**src/rtl/alu_pkg.sv**
```systemverilog
// Shared definitions for the ALU command front-end: ALU op-codes, command
// encodings, sequencer states and the default datapath width.
package alu_pkg;

  localparam int ALU_WIDTH = 32;

  localparam logic [3:0] ALU_AND = 4'b0000;
  localparam logic [3:0] ALU_OR  = 4'b0001;
  localparam logic [3:0] ALU_ADD = 4'b0010;
  localparam logic [3:0] ALU_SUB = 4'b0011;
  localparam logic [3:0] ALU_XOR = 4'b0101;

  localparam logic [4:0] MUL_LAST_STEP = 5'd31;

  typedef enum logic [2:0] {
    CMD_AND = 3'd0,
    CMD_OR  = 3'd1,
    CMD_ADD = 3'd2,
    CMD_SUB = 3'd3,
    CMD_XOR = 3'd4,
    CMD_MUL = 3'd5,
    CMD_EQ  = 3'd6,
    CMD_ILL = 3'd7
  } cmd_e;

  typedef enum logic [1:0] {
    ST_IDLE,
    ST_EXEC,
    ST_MUL,
    ST_RESP
  } state_e;

endpackage

```
**src/rtl/alu_sequencer.sv**
```systemverilog
// Valid/ready command front-end for the external combinational ALU. Single ops
// take one execute cycle; MUL runs a 32-step shift-add through the ALU adder.
module alu_sequencer
  import alu_pkg::*;
#(
  parameter int WIDTH = ALU_WIDTH
) (
  input  logic             clk,
  input  logic             rst_n,
  input  logic             req_valid,
  output logic             req_ready,
  input  logic [2:0]       req_cmd,
  input  logic [WIDTH-1:0] req_a,
  input  logic [WIDTH-1:0] req_b,
  output logic             rsp_valid,
  input  logic             rsp_ready,
  output logic [WIDTH-1:0] rsp_result,
  output logic             rsp_zero,
  output logic             rsp_err,
  output logic [3:0]       alu_op,
  output logic [WIDTH-1:0] alu_a,
  output logic [WIDTH-1:0] alu_b,
  input  logic [WIDTH-1:0] alu_result,
  input  logic             alu_zero
);

  state_e           r_state;
  state_e           w_state_nxt;
  cmd_e             r_cmd;
  logic [WIDTH-1:0] r_a;
  logic [WIDTH-1:0] r_b;
  logic [WIDTH-1:0] r_acc;
  logic [WIDTH-1:0] r_mcand;
  logic [WIDTH-1:0] r_mplier;
  logic [4:0]       r_cnt;
  logic             r_rsp_valid;
  logic [WIDTH-1:0] r_rsp_result;
  logic             r_rsp_zero;
  logic             r_rsp_err;
  logic [WIDTH-1:0] w_acc_nxt;

  assign req_ready  = (r_state == ST_IDLE);
  assign rsp_valid  = r_rsp_valid;
  assign rsp_result = r_rsp_result;
  assign rsp_zero   = r_rsp_zero;
  assign rsp_err    = r_rsp_err;

  // NOTE: sequential state uses non-blocking (<=) so every register samples
  // pre-edge values; blocking here would create order-dependent races.
  always_ff @(posedge clk or negedge rst_n) begin
    if (!rst_n) r_state <= ST_IDLE;
    else        r_state <= w_state_nxt;
  end

  // NOTE: every output of this block gets a default first; a path that leaves
  // one unassigned would infer a latch.
  always_comb begin
    w_state_nxt = r_state;
    alu_op      = ALU_AND;
    alu_a       = r_a;
    alu_b       = r_b;
    w_acc_nxt   = r_mplier[0] ? alu_result : r_acc;
    unique case (r_state)
      ST_IDLE: begin
        if (req_valid) begin
          unique case (cmd_e'(req_cmd))
            CMD_MUL: w_state_nxt = ST_MUL;
            CMD_ILL: w_state_nxt = ST_RESP;
            default: w_state_nxt = ST_EXEC;
          endcase
        end
      end
      ST_EXEC: begin
        unique case (r_cmd)
          CMD_OR:          alu_op = ALU_OR;
          CMD_ADD:         alu_op = ALU_ADD;
          CMD_SUB, CMD_EQ: alu_op = ALU_SUB;
          CMD_XOR:         alu_op = ALU_XOR;
          default:         alu_op = ALU_AND;
        endcase
        w_state_nxt = ST_RESP;
      end
      ST_MUL: begin
        alu_op = ALU_ADD;
        alu_a  = r_acc;
        alu_b  = r_mcand;
        if (r_cnt == MUL_LAST_STEP) w_state_nxt = ST_RESP;
      end
      ST_RESP: begin
        if (r_rsp_valid && rsp_ready) w_state_nxt = ST_IDLE;
      end
      default: w_state_nxt = ST_IDLE;
    endcase
  end

  // NOTE: all datapath registers are reset (no memories here), so the ALU
  // operand outputs read as zero straight out of reset.
  always_ff @(posedge clk or negedge rst_n) begin
    if (!rst_n) begin
      r_cmd        <= CMD_AND;
      r_a          <= '0;
      r_b          <= '0;
      r_acc        <= '0;
      r_mcand      <= '0;
      r_mplier     <= '0;
      r_cnt        <= '0;
      r_rsp_valid  <= 1'b0;
      r_rsp_result <= '0;
      r_rsp_zero   <= 1'b0;
      r_rsp_err    <= 1'b0;
    end else begin
      unique case (r_state)
        ST_IDLE: begin
          if (req_valid) begin
            r_cmd    <= cmd_e'(req_cmd);
            r_a      <= req_a;
            r_b      <= req_b;
            r_acc    <= '0;
            r_mcand  <= req_a;
            r_mplier <= req_b;
            r_cnt    <= '0;
          end
        end
        ST_EXEC: begin
          r_rsp_valid <= 1'b1;
          r_rsp_err   <= 1'b0;
          if (r_cmd == CMD_EQ) begin
            r_rsp_result <= {{(WIDTH-1){1'b0}}, alu_zero};
            r_rsp_zero   <= ~alu_zero;
          end else begin
            r_rsp_result <= alu_result;
            r_rsp_zero   <= alu_zero;
          end
        end
        ST_MUL: begin
          r_acc    <= w_acc_nxt;
          r_mcand  <= r_mcand << 1;
          r_mplier <= r_mplier >> 1;
          r_cnt    <= r_cnt + 5'd1;
          if (r_cnt == MUL_LAST_STEP) begin
            r_rsp_valid  <= 1'b1;
            r_rsp_result <= w_acc_nxt;
            r_rsp_zero   <= (w_acc_nxt == '0);
            r_rsp_err    <= 1'b0;
          end
        end
        ST_RESP: begin
          // An illegal command enters RESP with no response yet; it is
          // captured here so rsp_valid still rises one edge after accept.
          if (!r_rsp_valid) begin
            r_rsp_valid  <= 1'b1;
            r_rsp_result <= '0;
            r_rsp_zero   <= 1'b1;
            r_rsp_err    <= 1'b1;
          end else if (rsp_ready) begin
            r_rsp_valid <= 1'b0;
          end
        end
        default: ;
      endcase
    end
  end

endmodule
```
**config.mk**
```make
export PLATFORM = sky130hd
export DESIGN_NAME = alu_sequencer
export DESIGN_NICKNAME = d
export VERILOG_FILES = /design/src/rtl/alu_pkg.sv /design/src/rtl/alu_sequencer.sv
export SDC_FILE = /design/constraint.sdc
export NUM_CORES = 1
export LEC_CHECK = 0
export CAP_MARGIN = 10
export CORE_ASPECT_RATIO = 0.7
export CORE_UTILIZATION = 59
export DETAILED_ROUTE_END_ITERATION = 8
export DONT_BUFFER_PORTS = 1
export PLACE_DENSITY = 0.78
export SLEW_MARGIN = 20
export SYNTH_ARGS = -nofsm -noshare
export SYNTH_HDL_FRONTEND = slang
export SYNTH_SLANG_ARGS = --single-unit
export TNS_END_PERCENT = 5
```
**constraint.sdc**
```tcl
create_clock -name clk -period 2.5 [get_ports clk]
set_input_delay 0.5 -clock clk [delete_from_list [all_inputs] [get_ports clk]]
set_output_delay 0.5 -clock clk [all_outputs]
set_load 0.005 [all_outputs]
```
==> impl_summary.md, run 1 <==
Synthesis
In this run the cell area of the synthesized design comes to 0.00998 mm2. The register area share after synthesis is 0.514. By area, the combinational part of the netlist is dominated by compound AO/OA/AOI/OAI gates. The flop and latch count out of synthesis is slightly above 200. The share of flip-flops with an asynchronous set or reset is 1.00. The count of flip-flops with a built-in enable after synthesis is 0. Of the total synthesized cell area, the portion taken by XOR and XNOR cells is 0.00176.

Of the total synthesized cell area, the portion taken by full adders, half adders and majority gates is 0.00878. The simple-gate share of the synthesized area is 0.131. After synthesis, the share of cell area in mux cells is 0.144. The count of different cell masters after synthesis is 45.

During synthesis, Yosys emitted a total of 0 warnings. The cell count after synthesis is 1000. The synthesized netlist net count is 1111.

The most common flop cell mapped by yosys is dfrtp_1. In this run the mean area of a mapped cell was approximately 10 um2. The synthesized-area fraction occupied by ao, oa, aoi and oai cells is 0.161.

Finish
The number of nets in the layout is ~1100. Summing all multi-input logic gate instances after layout gives 0.00450 mm2. The number of fill cells is 1355. From synthesis to final layout, the design area changed by 8.68%. Of the cells placed in the final design, the portion with a size suffix greater than 1 is 0.168. The repair_antennas step left the layout with diodes totalling 0. Leaving out fill and tap cells, the most frequent cell in the layout is nand2_1. Summing all flip-flop and latch instances after layout gives slightly above 0.005 mm2. Leaving out fill and tap cells, the most frequent cells in the layout are nand2_1, dfrtp_1, mux2_2, a21oi_1, o22ai_1.

GRT
The initial antenna violation count is 0. The first-pass GRT wire length is 42000 um. The leftover overflow at the end of global routing is 0.

The number of global-route vias before repair is 7656. Entering global routing, the biggest net connects 206 pins. The total global-route track usage is 0.307.

Timing
At the pin with the least slew margin, the transition time is approximately 0.53 ns. The accumulated negative setup slack is 0 ns. Headroom to the max-slew limit came out at 0.642. The tightest hold path in the finished design has a slack of -0.292 ns. Setup repair after global routing left no endpoint under its margin. The hold violation count in the final report is 205.

After layout, the worst setup slack is around 0.13 ns. Dividing the final minimum period by the clock period gives 0.948. The timing-limited maximum frequency is ~0.42 GHz.

The clock arrives with 0.00522 ns of skew. The max-slew violation count is 0. The total of endpoints with negative setup slack in the final report is 0.

The final critical-path required period is about 2.4 ns.

Clock tree
TritonCTS built the clock tree. In this run, CTS created clock tree buffers numbering 21. The CTS clock-pin slew for the worst setup and hold paths is 0.06 ns. CTS built an H-tree with a depth of 1. The total clock sinks is 205. The clock latency reported for the late side of the worst-skew pair is approximately 0.48 ns. The maximum number of buffers from clock root to sink is 3.

The root buffer cell is clkbuf_16.

Power
Power spread over the standard cell area amounts to 1530 mW/mm2. The switching power as a share of total power is 0.405. The overall power is around 17 mW.

The net switching power figure is 6.72 mW. The proportion of power drawn by the clock network is 0.170. The share of total power dissipated in combinational logic is 0.453. The highest ir drop seen on vdd is roughly 0.79 mV.

The cell-internal power is 9.85 mW. The total leakage power is a little under 5 nW. The sequential cell fraction of total power is 0.377.

Worst setup path
Along the worst path, the maximum fanout reaches 30. The register-to-register setup slack is roughly 0.27 ns. STA classifies the critical path endpoint as a primary output. The first element of the critical path is r_state[0]. STA classifies the critical path startpoint as a flip-flop.

The origin of the critical flop-to-flop path is r_state[0]. The number of cells on the worst reg-to-reg path is 9. The required time of the critical path is 2.00 ns.

In this run the critical register-to-register path is captured at rsp_result[13]. The type of the worst setup path is reg2out. The most critical setup path has its endpoint at alu_a[8].

STA puts the critical path data arrival time at approximately 1.9 ns.

Die
The starting utilization of the core area is 0.607. The number of rows created at floorplan is 39. In this run the vertical extent of the chip is between 100 and 150 um. The number of top-level pins is about 210.

The region available for standard cell placement spans 0.0164 mm2. The die covers ~0.017 mm2. From left edge to right edge, the die measures approximately 160 um.

Drt
The final route contains slightly below 8000 vias. The average routed wire per standard cell is 21.8 um. The remaining antenna violation count after routing is 0. The total wirelength of the detailed-routed design is between 20000 and 30000 um.

The pre-antenna-repair detailed-routing pass consisted of 6 iterations. After the first detailed-routing iteration, the DRC count stood at a little under 800. The detail-routed via count per cell is roughly 6.4. In the routed design, unresolved DRC markers number 0.

Placed design
The global placement routability congestion is 0.834. The number of port buffers is 0. The wire-length estimate of the detail-placed layout is between 15000 and 20000 um. OpenSTA, run right after detailed placement, puts the worst setup slack at between 0.3 and 0.4 ns.

Worst hold path
The type of the most critical hold path is in2async.

Status
The run finished, with violations left. The final reports fail on negative hold slack.

Run
Max-cap violations in this run came to 0.
## per-layer routing
metal,up-vias,global-route usage,share of wire
met4,0,0.0680,0.020
met2,366,0.463,0.45
met3,48,0.0876,0.10
met1,3883,0.440,0.42
li1,3519,-,-
met5,-,0,0
## critical path, stage by stage (launching register included)
cell     delay [ns]
dfrtp_1        0.41
inv_2          0.12
ha_4           0.23
buf_12         0.21
mux2_2         0.38
## sequential cells by signal, indices dropped and copies added (netlist names), 3 cells and up
signal and flops:
r_a 32, r_acc 32, r_b 32, r_cmd 3, r_cnt 5, r_mcand 32, r_mplier 32, rsp_result 32
## Yosys cell counts (2+ instances only)
library cell  count  area [um2]
buf_4             8        60.1
a22o_1           33         289
o21ai_1          28         140
ha_1              7        87.6
nand2_1         244         916
a32oi_1          31         272
nand2b_1          3        18.8
mux2_2           96        1080
nor4_1           10        62.6
inv_1             4        15.0
buf_1             3        11.3
or4_1             2        15.0
o22ai_1          63         394
dfrtp_1         205        5130
nor2b_1           3        18.8
o21a_1            3        22.5
nor3_1            5        25.0
a32o_1            2        20.0
nand4_1           3        18.8
buf_2            37         185
a21oi_1          67         335
nand3_1           4        20.0
o21ai_0          12        60.1
mux2i_1          34         340
nor4b_1           2        17.5
clkbuf_1         32         120
nor2_1           41         154
## through the flow
step,cells,hold slack [ns],util,instance area (um2)
6_report,1212,-0.292,0.659,10800
5_1_grt,1212,-0.305,0.659,10800
4_1_cts,1212,-0.304,0.659,10800
3_5_place_dp,1175,0.209,0.621,10200
3_3_place_gp,1175,0.208,0.621,10200
2_1_floorplan,1000,0.204,-,9980
## cell type report
| cell class | instances | share of cell area |
|---|---|---|
| clock buffer | 30 | 0.0534 |
| clock inverter | 3 | 0.00138 |
| inverter | 5 | 0.00173 |
| multi-input combinational | 710 | 0.415 |
| sequential | 205 | 0.473 |
| tap | 225 | 0.0260 |
| timing repair buffer | 34 | 0.0297 |
## power groups by stage
| stage | clock network [mW] | logic (mW) | registers, mW |
|---|---|---|---|
| 4_1_cts | 2.87 | 7.47 | 6.21 |
| 6_report | 2.81 | 7.52 | 6.24 |
| 3_3_place_gp | 0 | 7.09 | 6.24 |
| 2_1_floorplan | 0 | 5.95 | 5.72 |
| 5_1_grt | 2.99 | 8.33 | 6.41 |
| 3_5_place_dp | 0 | 7.40 | 6.24 |
## how the worst min path moves through the flow
stage	depth (start not counted)	endpoint	start	slack (ns)
2_1_floorplan	0	r_a[0]	rst_n	0.20
3_3_place_gp	0	rsp_result[10]	rst_n	0.21
3_5_place_dp	0	rsp_result[10]	rst_n	0.21
4_1_cts	0	rsp_result[13]	rst_n	-0.30
5_1_grt	0	rsp_result[8]	rst_n	-0.31
6_report	0	rsp_result[10]	rst_n	-0.29
## cells by family after synthesis
kind of cell    after synthesis
simple gates                322
compound gates              247
flops                       205
mux                         131
buf+inv                      85
fa+ha+maj                     7
xor+xnor                      2
other cells                   1
## what timing repair did
| item | CTS | global route |
|---|---|---|
| pin swaps | 1 | 0 |
| setup buffers | 4 | 0 |
| resized for setup | 0 | 2 |
| hold endpoints to repair | 205 | 205 |
| endpoints found under the setup margin | 59 | 10 |
(Power assumes the default switching activity.)
==> run 2: changes to the inputs <==
--- a/config.mk
+++ b/config.mk
@@ -10,6 +10,7 @@
 export CORE_UTILIZATION = 59
 export DETAILED_ROUTE_END_ITERATION = 8
 export DONT_BUFFER_PORTS = 1
+export GPL_TIMING_DRIVEN = 0
 export PLACE_DENSITY = 0.78
 export SLEW_MARGIN = 20
 export SYNTH_ARGS = -nofsm -noshare
==> run 2 against run 1 <==
The run still ends with negative hold slack left. Core utilization is 0.72 points higher. Final cell count grew 4.0%. Die area did not move. Via count rose by 2.8%. Power grew 2.3%. Critical path type unchanged. Critical endpoint is now alu_a[30]. Largest power group unchanged.
==> impl_summary.md, run 2 (synthesis results as in run 1) <==
Status
The run finished, with violations left. The checks that failed: negative hold slack.

Clock tree
The root buffer cell is clkbuf_16. TritonCTS built the clock tree. The level count of the clock H-tree is 1. The number of CTS-inserted buffers is 20. Clock latency on the worst-skew pair, taken at its later pin, is roughly 0.50 ns. The clock passes through at most 3 buffers. The total clock sinks is approximately 210.

Clock-pin slew was measured on the worst setup and hold paths at about 0.060 ns.

Timing
The share of the cycle needed by the critical path after routing is 0.990. In this run the tightest slew margin relative to its limit is 0.494. The final critical-path required period is ~2.5 ns. The total of endpoints with negative setup slack in the final report is 0. The max-slew violation count came to 0. For this run, the top clock speed supported by timing is slightly above 0.4 GHz. The worst setup margin is approximately 0.025 ns. The actual slew at the worst max-slew pin is between 0.7 and 0.8 ns. The worst-case clock skew is between 0.009 and 0.01 ns. Setup repair after global routing could not meet its margin everywhere. The hold violation count in the final report is roughly 200.

The worst-case hold slack is -0.297 ns. The accumulated negative setup slack is 0 ns.

Worst setup path
The launching element type of the critical path is a flip-flop. Of all nets on the critical path, the largest fanout is 10. At the worst endpoint, the required time is about 2.0 ns. The endpoint arrival time on the critical path is around 2.0 ns. The type of the worst setup path is reg2out. The nature of the critical path endpoint is a primary output.

Placed design
The number of cells in the design after placement is about 1200. The global placement routability congestion is between 0.8 and 0.9. The cell area reported after detailed placement is a little over 0.01 mm2.

In this run the tool buffered the top-level ports with 0 buffer cells. The worst setup timing slack at the placement stage is -0.0877 ns. The HPWL after detailed placement is 20900 um.

Worst hold path
In this run the worst hold path is classified as in2async.

Run
The tool flagged a number of max-cap violations equal to 0.

GRT
Across every metal layer, demand over resource in global routing totals 0.329. The initial antenna violation count was 0. The number of global-route vias before repair is slightly above 8000. After global routing the overflow that remains totals 0. Entering global routing, the biggest net connects 206 pins. The first-pass GRT wire length is around 44000 um.

Die
The area of the core is ~0.016 mm2. The width of the die is around 160 um. The number of top-level pins is 208. The die covers 0.0174 mm2. The die is about 110 um tall.

After floorplanning, the core was divided into 39 placement rows. For this configuration, the core starts out at a cell density of 0.607.

Power
Across the VDD grid, the largest voltage drop is 0.694 mV. The total leakage power is ~4.9 nW. For this design the ratio of total power to cell area is between 1500 and 2000 mW/mm2.

Drt
The detail-routed via count per cell is 6.38. The number of detailed-route iterations in the first pass is 5. Once detail routing completed, the nets flagged for antenna violations numbered 0. Summing over every cut layer, the via total after detailed routing is between 8000 and 9000. For this block, the initial DRC count from the detailed router was a little over 800.

After detailed routing, the number of remaining DRC violations is 0. The total wirelength of the detailed-routed design is between 20000 and 30000 um. The average routed wire per standard cell is approximately 22 um.

Finish
The area overhead of the layout relative to synthesis is 9.86%. After the last flow step, the layout net total stands at approximately 1100. The finished cells cover roughly 0.011 mm2.

Once layout is complete, the cells apart from fillers number between 1000 and 1500. The fraction of final layout cells sized beyond drive strength 1 is 0.171. The layout has about 1400 filler cells. The final antenna diode count is 0. The most common cell after layout, fill and taps aside is nand2_1. Leaving out fill and tap cells, the most frequent cells in the layout are nand2_1, dfrtp_1, mux2_2, a21oi_1, o22ai_1.
## run 2: area by class of cell
cell class	count	area (um2)	area share
clock inverters	4	20.0	0.00183
plain buffers	80	430	0.0393
repair buffers	1	7.51	0.000685
clock buffers	30	589	0.0538
inverters	5	18.8	0.00171
flip-flops and latches	205	5130	0.468
well taps	225	282	0.0257
multi-input cells	710	4480	0.409
## run 2: where the power goes
group	switching (mW)	internal, mW	leakage, nW	total [mW]
clock	1.25	1.62	0.303	2.87
sequential	1.22	4.90	2.50	6.12
combinational	4.57	3.40	2.12	7.96
total	7.04	9.92	4.92	17.0
## run 2: path summary, 6_finish.rpt
| kind | cells past startpoint | to | slack [ns] | from |
|---|---|---|---|---|
| worst max-delay path | 6 | alu_a[30] | 0.03 | r_state[0] |
| worst min-delay path | 0 | rsp_result[6] | -0.30 | rst_n |
| worst max register to register | 10 | r_acc[22] | 0.19 | r_state[0] |
| worst min register to register | 2 | r_b[28] | 0.47 | r_b[28] |
| max in group asynchronous | 0 | r_mcand[28] | 2.57 | rst_n |
| min in group clk | 2 | r_a[30] | 0.10 | req_a[30] |
## run 2: stage by stage
step | util | total power [mW]
after global routing | 0.666 | 18.1
after CTS | 0.664 | 16.8
after floorplan | - | 11.7
final | 0.666 | 17.0
after detailed placement | 0.624 | 13.8
after global placement | 0.624 | 13.5
## run 2: metal layers
| layer | GRT usage | wire length, um |
|---|---|---|
| met1 | 0.468 | 12300 |
| met2 | 0.483 | 12200 |
| met3 | 0.105 | 3110 |
| met4 | 0.0906 | 735 |
| met5 | 0 | 0 |
## run 2: critical path, cell delays in order, from the launching register on
cell     delay [ns]
dfrtp_1        0.40
inv_2          0.09
ha_4           0.19
buf_8          0.16
buf_12         0.15
buf_12         0.16
mux2_4         0.32
## run 2: repair_timing
action / CTS / global route
endpoints found under the hold margin: 205 / 205
setup buffers: 1 / 0
endpoints found under the setup margin: 65 / 91
gates resized for setup: 12 / 17
==> run 3: changes to the inputs <==
--- a/config.mk
+++ b/config.mk
@@ -7,11 +7,11 @@
 export LEC_CHECK = 0
 export CAP_MARGIN = 10
 export CORE_ASPECT_RATIO = 0.7
-export CORE_UTILIZATION = 59
+export CORE_UTILIZATION = 45
 export DETAILED_ROUTE_END_ITERATION = 8
 export DONT_BUFFER_PORTS = 1
 export GPL_TIMING_DRIVEN = 0
-export PLACE_DENSITY = 0.78
+export PLACE_DENSITY = 0.63
 export SLEW_MARGIN = 20
 export SYNTH_ARGS = -nofsm -noshare
 export SYNTH_HDL_FRONTEND = slang
==> run 3 against run 2 <==
The run ends with design-rule violations, negative hold slack left. First-iteration DRC count fell by 28%. Via count fell by 1.2%. Critical path depth did not move. Sequential share of layout area fell by 0.90 points. Power rose by 3.7%. Clock skew rose by 0.0025 ns. Sequential cell count did not move. Register-to-register slack got worse by 0.04 ns. Global-route usage fell by 6.2 points. Final cell count rose by 5.0%. Critical path type unchanged. Critical endpoint unchanged. Largest cell class unchanged.
==> impl_summary.md, run 3 (synthesis results as in run 1) <==
Power
For this design the static power due to leakage is 4.99 nW. The highest ir drop seen on vdd is between 0.6 and 0.7 mV. The power per cell area is approximately 1600 mW/mm2.

Finish
In the final layout, the share of cells above drive strength 1 is 0.176. The number of nets in the layout is between 1000 and 1500. The post-route core utilization is 0.514.

The number of antenna diodes in the final layout is 0. Counting the fill cells in the layout gives just over 2000. From synthesis to final layout, the design area changed by 12.0%. Summing all flip-flop and latch instances after layout gives around 0.0051 mm2.

In the final layout, the multi-input gates occupy approximately 0.0045 mm2. The most common cell after layout, fill and taps aside is nand2_1. In the layout the commonest cells are nand2_1, dfrtp_1, mux2_2, a21oi_1, o22ai_1.

Placed design
The worst setup timing slack at the placement stage is -0.0978 ns. The global placement routability congestion is approximately 0.87. The HPWL after detailed placement is between 20000 and 25000 um.

During placement, the flow inserted port buffers numbering 0.

Die
The number of top-level pins is roughly 210. The floorplan step defined a core boundary enclosing 0.0217 mm2. The starting utilization of the core area is 0.459. The die is 180 um wide. The number of rows created at floorplan is 45. In this run the vertical extent of the chip is roughly 130 um. The die covers 0.0228 mm2.

Worst setup path
For this run, the slowest stage of the critical path takes between 0.3 and 0.4 ns. The signal on the critical path passes through inv_2, ha_4, buf_8, buf_12, buf_12, mux2_2. Counting both buffers and inverters, the worst setup path holds a total of 4.

Among all stages on the critical path, the largest delay is contributed by dfrtp_1. Data arrives at the worst endpoint at between 1.5 and 2 ns. The family with the most delay on the worst path is buffers and inverters.

The critical path starts at r_state[0]. The launching element type of the critical path is a flip-flop. The origin of the critical flop-to-flop path is r_state[1]. The highest net fanout along the worst path is 10. In this design, the critical path's most frequently occurring cell is buf_12. At the worst endpoint, the required time is around 2 ns.

The worst setup path is of the reg2out kind. The worst setup path is captured at a primary output.

Drt
The detail route stage leaves a number of antenna-violating nets equal to 0. In the final routed layout, each cell accounts on average for 23.1 um. The DRC violations left is 15. The total number of vias is between 7000 and 8000. The number of detailed-route iterations in the first pass is 9. The detailed router finished its first iteration with between 500 and 600 violations. The total wirelength of the detailed-routed design is 30600 um.

The detail-routed via count per cell is 6.00.

Timing
The final critical-path required period is around 2.5 ns. The max-slew violation count is 0. The share of the cycle needed by the critical path after routing is 0.994. The hold violation count in the final report is between 200 and 250.

The worst setup margin is roughly 0.015 ns. Headroom to the max-slew limit came out at 0.527. The worst-case hold slack is -0.318 ns. Static timing analysis puts the maximum clock frequency at 0.402 GHz. Setup violations remaining at the end of the flow were counted as 0. Setup repair after global routing could not meet its margin everywhere.

For the pin with the worst max-slew slack, the measured transition is between 0.7 and 0.8 ns. The worst-case clock skew is between 0.01 and 0.015 ns.

GRT
The number of global-route vias before repair came to between 7000 and 8000. The maximum number of pins on one net before global-route repair is just over 200. For this run, the total global-route usage over all layers was measured as 0.266.

The initial antenna violation count is 0. The first global-routing pass estimated about 47000 um of wire. For this run the aggregate overflow at the end of global routing stands at 0.

Run
Max-cap violations in this run came to 0.

Status
The flow ran to the end, but the final reports show violations. The final reports fail on design-rule violations, negative hold slack.

Worst hold path
The type of the most critical hold path is in2async.

Clock tree
TritonCTS built the clock tree. The root buffer cell is clkbuf_16. The clock latency reported for the late side of the worst-skew pair is between 0.5 and 0.6 ns.

After clock tree synthesis, the clock-pin slew on the worst setup and hold paths is about 0.060 ns. In this run the number of H-tree levels came out at 1. Counting along the longest clock path gives a buffer depth of 3.

The clock drives 205 sinks. The number of CTS-inserted buffers is 22.
==> run 3: changes by cell type in the layout (fill, tap and decap cells not counted), sizes merged <==
cell	before	now
bufinv	0	2
clkbuf	63	66
buf	48	50
clkinv	4	3
==> run 3: report_power, final <==
| part | internal [mW] | switching, mW | total, mW |
|---|---|---|---|
| Sequential | 4.90 | 1.23 | 6.13 |
| Combinational | 3.40 | 4.65 | 8.05 |
| Clock | 2.05 | 1.35 | 3.41 |
| Total | 10.3 | 7.23 | 17.6 |
==> run 3: final cells by class <==
cell class / instances / area share
Sequential cell: 205 / 0.459
Timing Repair Buffer: 3 / 0.00202
Multi-Input combinational cell: 710 / 0.400
Buffer: 80 / 0.0384
Clock buffer: 33 / 0.0602
Inverter: 5 / 0.00168
Tap cell: 282 / 0.0316
Clock inverter: 5 / 0.00672
==> run 3: per-stage QoR <==
step / cell area (um2) / setup TNS [ns] / power [mW] / cells
detailed placement: 10300 / -0.188 / 13.9 / 1282
global placement: 10300 / -0.193 / 13.7 / 1282
floorplan: 9980 / 0 / 11.7 / 1000
CTS: 11200 / 0 / 17.6 / 1323
finish: 11200 / 0 / 17.6 / 1323
global route: 11200 / -0.0685 / 18.7 / 1323
==> run 3: layer usage <==
layer  routed length [um]  GRT usage  vias to the layer above
met5                    0          0                        -
met4                  669     0.0644                        0
met3                 3220     0.0950                       42
met2                12800      0.382                      299
met1                13900      0.382                     3969
li1                     -          -                     3628
==> run 3: timing repair <==
| action | in CTS | in global routing |
|---|---|---|
| pin swaps | 0 | 0 |
| resized for setup | 18 | 2 |
| setup buffers | 3 | 0 |
| endpoints found under the setup margin | 65 | 77 |
| hold endpoints to repair | 205 | 205 |
==> run 3: final timing paths <==
check                      cells after the start  slack, ns             to
max                                            6       0.02      alu_a[30]
min                                            0      -0.32  rsp_result[9]
max reg2reg                                    9       0.15      r_acc[30]
min reg2reg                                    2       0.47        r_b[26]
max in group asynchronous                      0       2.45        r_b[27]
min in group clk                               2       0.09        r_b[10]
